===== src/rtl/ram_multi_read_port.sv =====
// ram_multi_read_port
//   Register-file style data RAM with READ_PORTS registered read ports, a
//   primary write port, an auxiliary write port pinned to AUX_ADDR, optional
//   same-cycle write-to-read bypass, sticky range checking and a sequential
//   clear engine that zeroes the array after reset or on request.
//
// Ports
//   Clock          rising-edge clock
//   Reset          synchronous active-low reset
//   iClear         pulse: start a clear sweep (ignored while busy)
//   iWriteEnable   primary write strobe
//   iWriteAddress  primary write address
//   iDataIn        primary write data
//   iAuxEnable     auxiliary write strobe (writes AUX_ADDR)
//   iDataInAux     auxiliary write data
//   iReadAddress   packed read addresses, port p at [p*ADDR_WIDTH +: ADDR_WIDTH]
//   oDataOut       packed registered read data, same packing
//   oBusy          clear sweep in progress
//   oRangeError    sticky: a primary write or read hit an address >= MEM_DEPTH
module ram_multi_read_port #(
  parameter int unsigned DATA_WIDTH = 16,
  parameter int unsigned ADDR_WIDTH = 8,
  parameter int unsigned MEM_DEPTH  = 9,
  parameter int unsigned READ_PORTS = 2,
  parameter int unsigned AUX_ADDR   = 8,
  parameter bit          BYPASS     = 1'b1
) (
  input  logic                             Clock,
  input  logic                             Reset,
  input  logic                             iClear,
  input  logic                             iWriteEnable,
  input  logic [ADDR_WIDTH-1:0]            iWriteAddress,
  input  logic [DATA_WIDTH-1:0]            iDataIn,
  input  logic                             iAuxEnable,
  input  logic [DATA_WIDTH-1:0]            iDataInAux,
  input  logic [READ_PORTS*ADDR_WIDTH-1:0] iReadAddress,
  output logic [READ_PORTS*DATA_WIDTH-1:0] oDataOut,
  output logic                             oBusy,
  output logic                             oRangeError
);

  localparam int unsigned IDX_W = (MEM_DEPTH > 1) ? $clog2(MEM_DEPTH) : 1;

  // Depth held one bit wider than an address so MEM_DEPTH == 2**ADDR_WIDTH fits.
  localparam logic [ADDR_WIDTH:0]   DEPTH_LIM = (ADDR_WIDTH+1)'(MEM_DEPTH);
  localparam logic [ADDR_WIDTH-1:0] LAST_ADDR = ADDR_WIDTH'(MEM_DEPTH - 1);
  localparam logic [ADDR_WIDTH-1:0] AUX_A     = ADDR_WIDTH'(AUX_ADDR);

  typedef enum logic {
    CLEAR = 1'b0,
    READY = 1'b1
  } state_t;

  state_t                 state, next_state;
  logic [ADDR_WIDTH-1:0]  count, next_count;
  logic                   next_busy;
  logic                   next_err;
  logic [READ_PORTS*DATA_WIDTH-1:0] next_data;

  logic                   clr_we, pri_we, aux_we;
  logic                   wr_in_range;

  logic [DATA_WIDTH-1:0]  ram [MEM_DEPTH];

  logic [READ_PORTS-1:0][ADDR_WIDTH-1:0] rd_addr;
  logic [READ_PORTS-1:0]                 rd_in_range;

  // Unpack read addresses and range-check each port.
  assign rd_addr = iReadAddress;

  always_comb begin
    for (int p = 0; p < int'(READ_PORTS); p++) begin
      rd_in_range[p] = ({1'b0, rd_addr[p]} < DEPTH_LIM);
    end
  end

  assign wr_in_range = ({1'b0, iWriteAddress} < DEPTH_LIM);

  // State, counter and registered outputs.
  always_ff @(posedge Clock) begin
    if (!Reset) begin
      state       <= CLEAR;
      count       <= '0;
      oBusy       <= 1'b1;
      oDataOut    <= '0;
      oRangeError <= 1'b0;
    end else begin
      state       <= next_state;
      count       <= next_count;
      oBusy       <= next_busy;
      oDataOut    <= next_data;
      oRangeError <= next_err;
    end
  end

  // Next-state, write strobes and next read data.
  always_comb begin
    next_state = state;
    next_count = count;
    next_busy  = oBusy;
    next_err   = oRangeError;
    next_data  = '0;
    clr_we     = 1'b0;
    pri_we     = 1'b0;
    aux_we     = 1'b0;

    case (state)
      CLEAR: begin
        clr_we     = 1'b1;
        next_count = count + ADDR_WIDTH'(1);
        if (count == LAST_ADDR) begin
          next_state = READY;
          next_busy  = 1'b0;
          next_count = '0;
        end
      end

      READY: begin
        if (iClear) begin
          // Accepting edge: no write, read lanes go to 0, error left alone.
          next_state = CLEAR;
          next_count = '0;
          next_busy  = 1'b1;
        end else begin
          aux_we = iAuxEnable;
          // Aux wins a same-address collision, so the primary write is dropped.
          pri_we = iWriteEnable && wr_in_range &&
                   !(iAuxEnable && (iWriteAddress == AUX_A));
          if (iWriteEnable && !wr_in_range) begin
            next_err = 1'b1;
          end
          for (int p = 0; p < int'(READ_PORTS); p++) begin
            if (!rd_in_range[p]) begin
              next_err = 1'b1;
            end else if (BYPASS && aux_we && (rd_addr[p] == AUX_A)) begin
              next_data[p*DATA_WIDTH +: DATA_WIDTH] = iDataInAux;
            end else if (BYPASS && pri_we && (rd_addr[p] == iWriteAddress)) begin
              next_data[p*DATA_WIDTH +: DATA_WIDTH] = iDataIn;
            end else begin
              next_data[p*DATA_WIDTH +: DATA_WIDTH] = ram[IDX_W'(rd_addr[p])];
            end
          end
        end
      end

      default: begin
        next_state = CLEAR;
        next_count = '0;
        next_busy  = 1'b1;
      end
    endcase
  end

  // Storage array; contents are not reset, the sweep zeroes them.
  always_ff @(posedge Clock) begin
    if (Reset) begin
      if (clr_we) begin
        ram[IDX_W'(count)] <= '0;
      end else begin
        if (pri_we) begin
          ram[IDX_W'(iWriteAddress)] <= iDataIn;
        end
        if (aux_we) begin
          ram[IDX_W'(AUX_A)] <= iDataInAux;
        end
      end
    end
  end

endmodule


===== config.mk =====
export PLATFORM = sky130hd
export DESIGN_NAME = ram_multi_read_port
export DESIGN_NICKNAME = d
export VERILOG_FILES = /design/src/rtl/ram_multi_read_port.sv
export SDC_FILE = /design/constraint.sdc
export NUM_CORES = 1
export LEC_CHECK = 0
export BUFFER_PORTS_ARGS = -buffer_cell sky130_fd_sc_hd__buf_2
export CAP_MARGIN = 20
export CORE_MARGIN = 4
export CORE_UTILIZATION = 64
export CTS_CLUSTER_SIZE = 20
export DETAILED_ROUTE_END_ITERATION = 7
export GPL_ROUTABILITY_DRIVEN = 0
export PLACE_DENSITY = 0.86
export SLEW_MARGIN = 20
export SYNTH_ARGS = -nofsm -noshare
export SYNTH_HDL_FRONTEND = slang
export SYNTH_SLANG_ARGS = --single-unit

===== constraint.sdc =====
create_clock -name Clock -period 13.05 [get_ports Clock]
set_input_delay 2.61 -clock Clock [delete_from_list [all_inputs] [get_ports Clock]]
set_output_delay 2.61 -clock Clock [all_outputs]
set_load 0.01 [all_outputs]

==> flow_results.org, run 1 <==
** Logic synthesis
- In the synthesized netlist, the number of instances is 713.
- Among all flip-flop cells after synthesis, the most frequent one is sky130_fd_sc_hd__edfxtp_1.
- Leading post-synthesis cells by instance count :: sky130_fd_sc_hd__edfxtp_1 (144), sky130_fd_sc_hd__o21ai_0 (93), sky130_fd_sc_hd__mux4_2 (64)
- In this run the biggest area consumer among cell types represents a little under half of the synthesized area.
- Proportion of synthesized flip-flops having asynchronous set or reset :: 0%
- Synthesis instantiated 59 different standard cells from the library.
- The cell area that synthesis handed to floorplanning was 9420 sq um.
- Counting flops with a built-in enable in the synthesized netlist gives ~140.
- Sequential cell area fraction in the yosys report :: between 50% and 60%
- The number of nets in the synthesized netlist is a little under 800.
- Mean post-synth cell area :: 13.2 sq um
- sky130_fd_sc_hd__edfxtp_1 is the most common cell in the netlist.
- Number of warnings reported in the yosys synthesis log :: 0
- Synthesis inferred 187 register bits.
- Sorting the synthesized cells by area gives the leading types as sky130_fd_sc_hd__edfxtp_1 (46%), sky130_fd_sc_hd__mux4_2 (15%), sky130_fd_sc_hd__dfxtp_1 (9.1%).
- The synthesized design spends more area on one cell type than any other, namely sky130_fd_sc_hd__edfxtp_1.

** Worst setup path
- STA classifies the critical path endpoint as a register.
- Of all nets on the critical path, the largest fanout is 17.
- List of cells traversed by the critical path :: buf_2, nor4_2, nand3_1, nor2_1, o211ai_1, nor2_2
- Setup slack of the most critical reg-to-reg path :: around 9.4 ns
- Category of the most critical setup path :: primary input to register
- The slowest stage of the critical path belongs to the cell sky130_fd_sc_hd__nor2_2.
- Max stage delay on crit path :: between 0.8 and 0.9 ns
- End of the worst register-to-register path :: ram[6][2]$_DFFE_PP_
- Data on the critical path is required at its endpoint by about 13 ns.
- CP startpoint kind :: primary input
- At the worst endpoint, the arrival time is ~5.6 ns.
- Reg-to-reg critical path startpoint :: state$_SDFF_PN0_
- Depth of the most critical reg-to-reg path :: 5

** Placed design
- Placed cell count :: about 950
- Buffers placed on the I/O ports in this run total 94.
- Summed over all nets, the half-perimeter wirelength after detailed placement is 16,700 um.
- Prior to clock tree synthesis, the placed netlist has a worst setup slack of between 7 and 8 ns.
- Placed cell areas :: about 10,000 sq um

** Routing
- Starting DRC count in detailed routing :: 1,348
- DRC violations left :: 5
- Wirelength per Cell :: ~25 um
- Wire length after detailed routing :: 24,900 um
- The count of nets left with antenna violations once routing finished came out at 0.
- Via count :: ~7,000
- The first detailed-routing pass ran for 8 iterations.
- Via count normalized by instance count :: ~7.3

** Pwr
- In this run, flip-flops and latches consume just over 50% of the power.
- For this design the static power due to leakage is between 3 and 4 nW.
- Combinational logic is responsible for approximately a tenth of the overall power.
- The completed layout was analyzed and its total power is between 1 and 1.5 mW.
- Maximum vdd ir drop :: 114 uV
- P_sw :: between 0.3 and 0.4 mW
- Cell Pwr Density :: around 120 nW/um^2
- Internal power comes to roughly 0.98 mW.
- In this run switching power makes up between 20% and 30% of total power.
- In this run, the clock network consumes roughly two fifths of the power.

** Floorplan
- Initial standard-cell utilization of the core :: between 60% and 70%
- Chip Width :: ~130 um
- The die covers ~17,000 sq um.
- The floorplan step set the die height to approximately 130 um.
- After floorplanning, the core was divided into 44 placement rows.
- IO Count :: 95
- Core Region :: between 10,000 and 15,000 sq um

** Finish
- Post-layout utilization of the core :: around three quarters
- Summing all non-filler instances in the final layout gives an area of roughly 11,000 sq um.
- Cells with a size suffix above 1 make up 28.8% of the layout.
- Filler-free cell count of the finished design :: between 900 and 1,000
- The area growth from synthesis to layout is 12.7%.
- Final Net Count :: 846
- The repair_antennas step left the layout with diodes totalling 0.

** Hold path
- The startpoint identified for the worst hold timing path is oRangeError$_SDFFE_PN0P_.
- Along the worst hold path, the cell count comes to 1.
- The path class of the tightest hold or removal check is register to register.
- The worst hold path terminates at oRangeError$_SDFFE_PN0P_.

** STA
- Setup slack on the critical path of the routed design comes to approximately 7.5 ns.
- Portion of the clock cycle consumed by the worst path in the final layout :: a little over two fifths
- On the final layout, the worst hold slack is 0.495 ns.
- For the pin with the worst max-slew slack, the measured transition is approximately 1.1 ns.
- For the finished layout, the period the worst path requires is approximately 5.6 ns.
- The final-report max-slew violation count is 0.
- Setup repair after global routing left no endpoint under its margin.
- Max-slew headroom at the worst pin :: 25.5%
- The final count of hold timing violations was 0.
- Count of final setup violators :: 0
- Setup TNS :: 0 ns
- For this run, the top clock speed supported by timing is 0.179 GHz.
- Final clock skew :: 0.00968 ns

** Clock tree
- CTS tree :: built
- Maximum level of the CTS H-tree :: 4
- Number of buffers added to fix hold violations after cts :: 0
- The later pin in the worst-skew pair is clocked with a latency of 0.44 ns.
- Max Root-Sink Buffers :: 2
- Postcts setup bufs :: 0
- The clock net in this run drives a total of between 150 and 200 sinks.
- Clock transition at path regs :: about 0.07 ns
- Library cell used as clock root buffer :: sky130_fd_sc_hd__clkbuf_16
- In this run, CTS created clock tree buffers numbering 17.
- Number of cells upsized or downsized after cts :: 0

** Status
- The checks that failed: DRC.
- Outcome :: finished, violations left

** Global route
- Maximum number of pins on one net before global-route repair :: 38
- Global-route wire length before repair :: around 38,000 um
- Total gr overflow :: 0
- Number of global-route vias before repair :: between 6,000 and 7,000
- Global routing used approximately 31% of the available tracks across all layers.
- The number of antenna violations at the first check in global routing is 0.

** Flow run
- MaxCap Viol Count :: 0
-- sequential cells by signal, indices dropped and copies added, names as in the netlist --
signal	flops
oBusy	1
state	1
oRangeError	1
oDataOut	32
count	8
ram	144
-- cells in the final DEF (no fill, tap or decap), types with 3 or more instances in the layout --
cell type / instances
sky130_fd_sc_hd__clkbuf_16: 17
sky130_fd_sc_hd__o21ai_0: 93
sky130_fd_sc_hd__o21a_1: 4
sky130_fd_sc_hd__edfxtp_1: 144
sky130_fd_sc_hd__nand2b_1: 3
sky130_fd_sc_hd__o31ai_1: 17
sky130_fd_sc_hd__buf_2: 94
sky130_fd_sc_hd__nor4_1: 3
sky130_fd_sc_hd__nand2_1: 51
sky130_fd_sc_hd__nand4_1: 15
sky130_fd_sc_hd__and2_1: 32
sky130_fd_sc_hd__inv_6: 4
sky130_fd_sc_hd__nor2b_1: 3
sky130_fd_sc_hd__and3_1: 4
sky130_fd_sc_hd__nand3_1: 22
sky130_fd_sc_hd__mux4_2: 64
sky130_fd_sc_hd__o22ai_1: 4
sky130_fd_sc_hd__mux2i_1: 32
sky130_fd_sc_hd__inv_1: 8
sky130_fd_sc_hd__nor3_1: 5
sky130_fd_sc_hd__or4_1: 3
sky130_fd_sc_hd__dfxtp_1: 43
sky130_fd_sc_hd__nor2_1: 13
sky130_fd_sc_hd__or3_1: 3
sky130_fd_sc_hd__a31oi_1: 36
sky130_fd_sc_hd__mux2_2: 13
sky130_fd_sc_hd__buf_4: 12
-- how the worst max path moves through the flow --
| stage | start | cells after the start | slack [ns] | endpoint |
|---|---|---|---|---|
| finish | iWriteAddress[6] | 6 | 7.47 | ram[6][2]$_DFFE_PP_ |
| global route | iWriteAddress[6] | 6 | 7.28 | ram[6][2]$_DFFE_PP_ |
| CTS | iWriteAddress[6] | 6 | 7.61 | ram[6][2]$_DFFE_PP_ |
| detailed placement | iWriteAddress[6] | 6 | 7.21 | ram[6][6]$_DFFE_PP_ |
| global placement | iWriteAddress[6] | 6 | 7.05 | ram[6][11]$_DFFE_PP_ |
| floorplan | iWriteAddress[6] | 5 | 6.98 | ram[8][0]$_DFFE_PP_ |
-- cells by family after synthesis --
group	Yosys count	synth area share [%]
and+or+nand+nor	169	9.47
buffers and inverters	63	2.67
DFF	187	55.1
adders and majority gates	2	0.266
xor gates and xnor gates	5	0.545
muxes	109	20.3
AOI/OAI and AO/OA	178	11.7
-- worst max-delay path, delay by kind of cell --
| family | cells | cell delay [ns] |
|---|---|---|
| buffers and inverters | 1 | 0.11 |
| AO/OA/AOI/OAI | 1 | 0.45 |
| AND/OR/NAND/NOR | 4 | 2.46 |
-- power by group through the flow --
stage | clock, mW | sequential [mW] | combinational, mW
4_1_cts | 0.516 | 0.650 | 0.115
6_report | 0.517 | 0.651 | 0.120
3_3_place_gp | 0 | 0.661 | 0.110
3_5_place_dp | 0 | 0.663 | 0.114
5_1_grt | 0.543 | 0.651 | 0.127
2_1_floorplan | 0 | 0.661 | 0.0752
-- layer usage --
layer	vias up	GRT usage [%]	share of wire, %	wire (um)
met5	-	0	0	0
met4	0	6.86	2.4	605
met3	90	7.75	13	3140
met2	588	48.7	47	11800
met1	3429	43.5	38	9350
li1	2984	-	-	-
-- cell type report --
class | instances | area, sq um
clock buffers | 18 | 429
clock inverters | 12 | 154
repair buffers | 106 | 561
multi-input cells | 463 | 4020
inverters | 8 | 30.0
flip-flops and latches | 187 | 5180
fillers | 894 | 3870
well taps | 184 | 230
No activity file was read; power rests on OpenSTA's default activity.
==> inputs of run 2 (changes only) <==
--- a/config.mk
+++ b/config.mk
@@ -8,11 +8,11 @@
 export BUFFER_PORTS_ARGS = -buffer_cell sky130_fd_sc_hd__buf_2
 export CAP_MARGIN = 20
 export CORE_MARGIN = 4
-export CORE_UTILIZATION = 64
+export CORE_UTILIZATION = 59
 export CTS_CLUSTER_SIZE = 20
 export DETAILED_ROUTE_END_ITERATION = 7
 export GPL_ROUTABILITY_DRIVEN = 0
-export PLACE_DENSITY = 0.86
+export PLACE_DENSITY = 0.8
 export SLEW_MARGIN = 20
 export SYNTH_ARGS = -nofsm -noshare
 export SYNTH_HDL_FRONTEND = slang
==> constraint.sdc (replaced) <==
create_clock -name Clock -period 5.4 [get_ports Clock]
set_input_delay 1.08 -clock Clock [delete_from_list [all_inputs] [get_ports Clock]]
set_output_delay 1.08 -clock Clock [all_outputs]
set_load 0.01 [all_outputs]
==> run 2 against run 1 <==
Net effect: the run now ends clean; largest power group unchanged; via count down 0.34%; core utilization down 4.1 points; design area up 0.62%; cell count up 3.2%; critical endpoint is now ram[5][6]$_DFFE_PP_; highest routed layer unchanged.
==> flow_results.org, run 2 (synthesized netlist as in run 1, its figures left out) <==
** Finish
- Most common cell after layout, fill and taps aside :: sky130_fd_sc_hd__edfxtp_1
- Fill cells in the final layout number 1,059.
- Most frequent cells in the layout :: sky130_fd_sc_hd__edfxtp_1 (144), sky130_fd_sc_hd__buf_2 (94), sky130_fd_sc_hd__o21ai_0 (93)
- # diodes :: 0
- Layout cell share with drive strength beyond 1 :: between 20 and 30%
- The multi-input combinational cells in the finished layout cover a total of approximately 4000 sq um.
- Counting flops per register, the top entry is ram.
- The largest registers in the layout are ram: 144 flops, oDataOut: 32 flops, count: 8 flops.
- Sequential standard cell area :: around 5200 sq um
- The net count of the finished layout is ~850.
- Layout overhead on the synthesized area :: 13.4%
- Flip-flop count of the largest register after layout :: between 100 and 150

** Clock tree
- Counting along the longest clock path gives a buffer depth of 2.
- Once the clock tree was built, the resizer swapped 0 gates to a different size.
- In this run the number of H-tree levels came out at 4.
- Clock tree synthesis found a total of 187 sinks.
- Clock-pin slew was measured on the worst setup and hold paths at approximately 0.070 ns.
- The cell sitting at the root of the clock tree is a sky130_fd_sc_hd__clkbuf_16.
- Clock latency on the worst-skew pair, taken at its later pin, is about 0.44 ns.
- Buffers inserted during clock tree synthesis total 17.
- Postcts setup bufs :: 0
- CTS tree :: built
- Number of buffers added to fix hold violations after cts :: 0

** Global route
- The number of antenna violations at the first check in global routing is 1.
- GRT Resource Usage Total :: roughly 29%
- After global routing the overflow that remains totals 0.
- The number of global-route vias before repair is 6,933.
- Entering global routing, the biggest net connects 38 pins.
- Global-route wire length before repair :: between 30,000 and 40,000 um

** Floorplan
- The die covers about 18,000 sq um.
- Once the floorplan was initialized, standard cells occupied around 61% of the core.
- After floorplanning, the core was sized to cover around 15,000 sq um.
- Number of standard-cell rows in the floorplan :: 45
- IO Count :: 95
- Die extent in y :: ~130 um
- Chip Width :: approximately 130 um

** Worst setup path
- Depth of the most critical reg-to-reg path :: 6
- Across all register-to-register paths, the minimum setup slack is ~2.1 ns.
- Category of the most critical setup path :: primary input to register
- Critical path required time :: 5.52 ns
- By instance count, the cell type seen most on the critical path is sky130_fd_sc_hd__nor2_1.
- Crit end category :: register
- Data on the critical path arrives at its endpoint at between 3 and 4 ns.
- Tracing the worst setup path back leads to its startpoint at iWriteAddress[6].
- Biggest fanout along the worst timing path :: 17
- On the worst path, the slowest cell contributes a delay of about 0.88 ns.
- Critical path's slowest cell :: sky130_fd_sc_hd__nor2_1
- The endpoint identified for the worst register-to-register timing path is ram[5][6]$_DFFE_PP_.
- List of cells traversed by the critical path :: buf_2, nor4_2, nand3_1, nor2_1, o211ai_1, nor2_1, buf_4
- Critical Path End :: ram[5][6]$_DFFE_PP_
- The worst setup path is launched from a primary input.
- Reg-to-reg critical path startpoint :: state$_SDFF_PN0_

** STA
- Portion of the clock cycle consumed by the worst path in the final layout :: 66.9%
- Unrepaired setup endpoints after global routing :: no
- Min Clock Period, post-route :: 3.61 ns
- The final count of hold timing violations came to 0.
- The final-report max-slew violation count was 0.
- Between clock sinks in the finished design, the worst skew comes to 0.00905 ns.
- In this run the tightest slew margin relative to its limit is between 20% and 30%.
- For this run, the top clock speed supported by timing is 0.277 GHz.
- Summed over all failing endpoints, the final setup total negative slack is 0 ns.
- Setup slack of the critical path after layout :: between 1.5 and 2 ns
- Tightest Pin Transition :: around 1.2 ns
- Count of final setup violators :: 0

** Routing
- Via count normalized by instance count :: 7.00
- Wire length after detailed routing :: ~25,000 um
- The pre-antenna-repair detailed-routing pass consisted of 8 iterations.
- For this run, design rule violations remaining after detail routing come to 0.
- Wirelength per Cell :: between 20 and 30 um
- The routed layout has between 7,000 and 8,000 vias.
- In this run the remaining antenna-violating nets after routing total 0.
- After the first detailed-routing iteration, the DRC count stood at 1,016.

** Placed design
- Input and output buffers added on the ports amount to between 90 and 100.
- Post-place setup slack :: 1.51 ns
- Post-detailed-placement half-perimeter wirelength :: between 15,000 and 20,000 um

** Hold path
- WHS Path Cells :: 1
- Worst hold-check path type :: register to register

** Pwr
- P_sw :: 0.737 mW
- Switching power share of the total :: between 20 and 25%
- The internal portion of the total power is about 2.4 mW.
- Summed over all cells, the static leakage comes to between 3 and 4 nW.
- Of the total power, the clock network draws approximately two fifths.
- IR analysis of the VDD net gives a maximum drop of between 200 and 250 uV.
- Part of the total power dissipated in sequential elements :: 49.4%
- Combinational Power Share :: about 9%
- For this design the ratio of total power to cell area is around 300 nW/um^2.

** Flow run
- Across the run, the number of max-cap violations was 0.

** Status
- The flow ran to the end, and the final reports show no timing, DRC or antenna violations.
run 2: how the worst min path moves through the flow:
stage                                         from                        to  slack [ns]
after floorplan              count[4]$_SDFFE_PN0P_     count[4]$_SDFFE_PN0P_        0.47
final                     oRangeError$_SDFFE_PN0P_  oRangeError$_SDFFE_PN0P_        0.47
after global routing      oRangeError$_SDFFE_PN0P_  oRangeError$_SDFFE_PN0P_        0.51
after CTS                 oRangeError$_SDFFE_PN0P_  oRangeError$_SDFFE_PN0P_        0.48
after global placement    oRangeError$_SDFFE_PN0P_  oRangeError$_SDFFE_PN0P_        0.45
after detailed placement  oRangeError$_SDFFE_PN0P_  oRangeError$_SDFFE_PN0P_        0.46
run 2: cell type report:
cell class / instances / share of cell area (%)
tap: 211 / 2.47
multi-input combinational: 463 / 37.4
timing repair buffer: 109 / 5.46
sequential: 187 / 48.6
clock inverter: 13 / 1.75
clock buffer: 18 / 4.02
inverter: 8 / 0.281
run 2: through the flow:
| stage | cell area [sq um] | cells | util (%) | power, mW | hold slack (ns) |
|---|---|---|---|---|---|
| after floorplan | 9420 | 713 | - | 1.78 | 0.470 |
| after global placement | 10000 | 976 | 65.1 | 1.87 | 0.447 |
| after detailed placement | 10000 | 976 | 65.1 | 1.88 | 0.462 |
| after CTS | 10700 | 1007 | 69.1 | 3.18 | 0.479 |
| after global routing | 10700 | 1009 | 69.2 | 3.28 | 0.514 |
| final | 10700 | 1009 | 69.2 | 3.18 | 0.475 |
run 2: routing by layer:
metal / global-route usage (%) / part of all wire, % / vias up
met4: 11.4 / 3.6 / 0
met2: 46.2 / 48 / 556
met1: 38.9 / 37 / 3422
li1: - / - / 2994
met3: 7.01 / 12 / 95
met5: 0 / 0 / -
run 2: power groups by stage:
| stage | Combinational, mW | Clock (mW) | Sequential, mW |
|---|---|---|---|
| after floorplan | 0.182 | 0 | 1.60 |
| after global routing | 0.305 | 1.40 | 1.57 |
| after detailed placement | 0.274 | 0 | 1.60 |
| final | 0.286 | 1.32 | 1.57 |
| after CTS | 0.277 | 1.33 | 1.57 |
| after global placement | 0.267 | 0 | 1.60 |
run 2: critical path, delay by kind of cell:
kind / cells / cell delay [ns]
AO/OA/AOI/OAI: 1 / 0.39
buffers and inverters: 2 / 0.42
AND/OR/NAND/NOR: 4 / 1.83
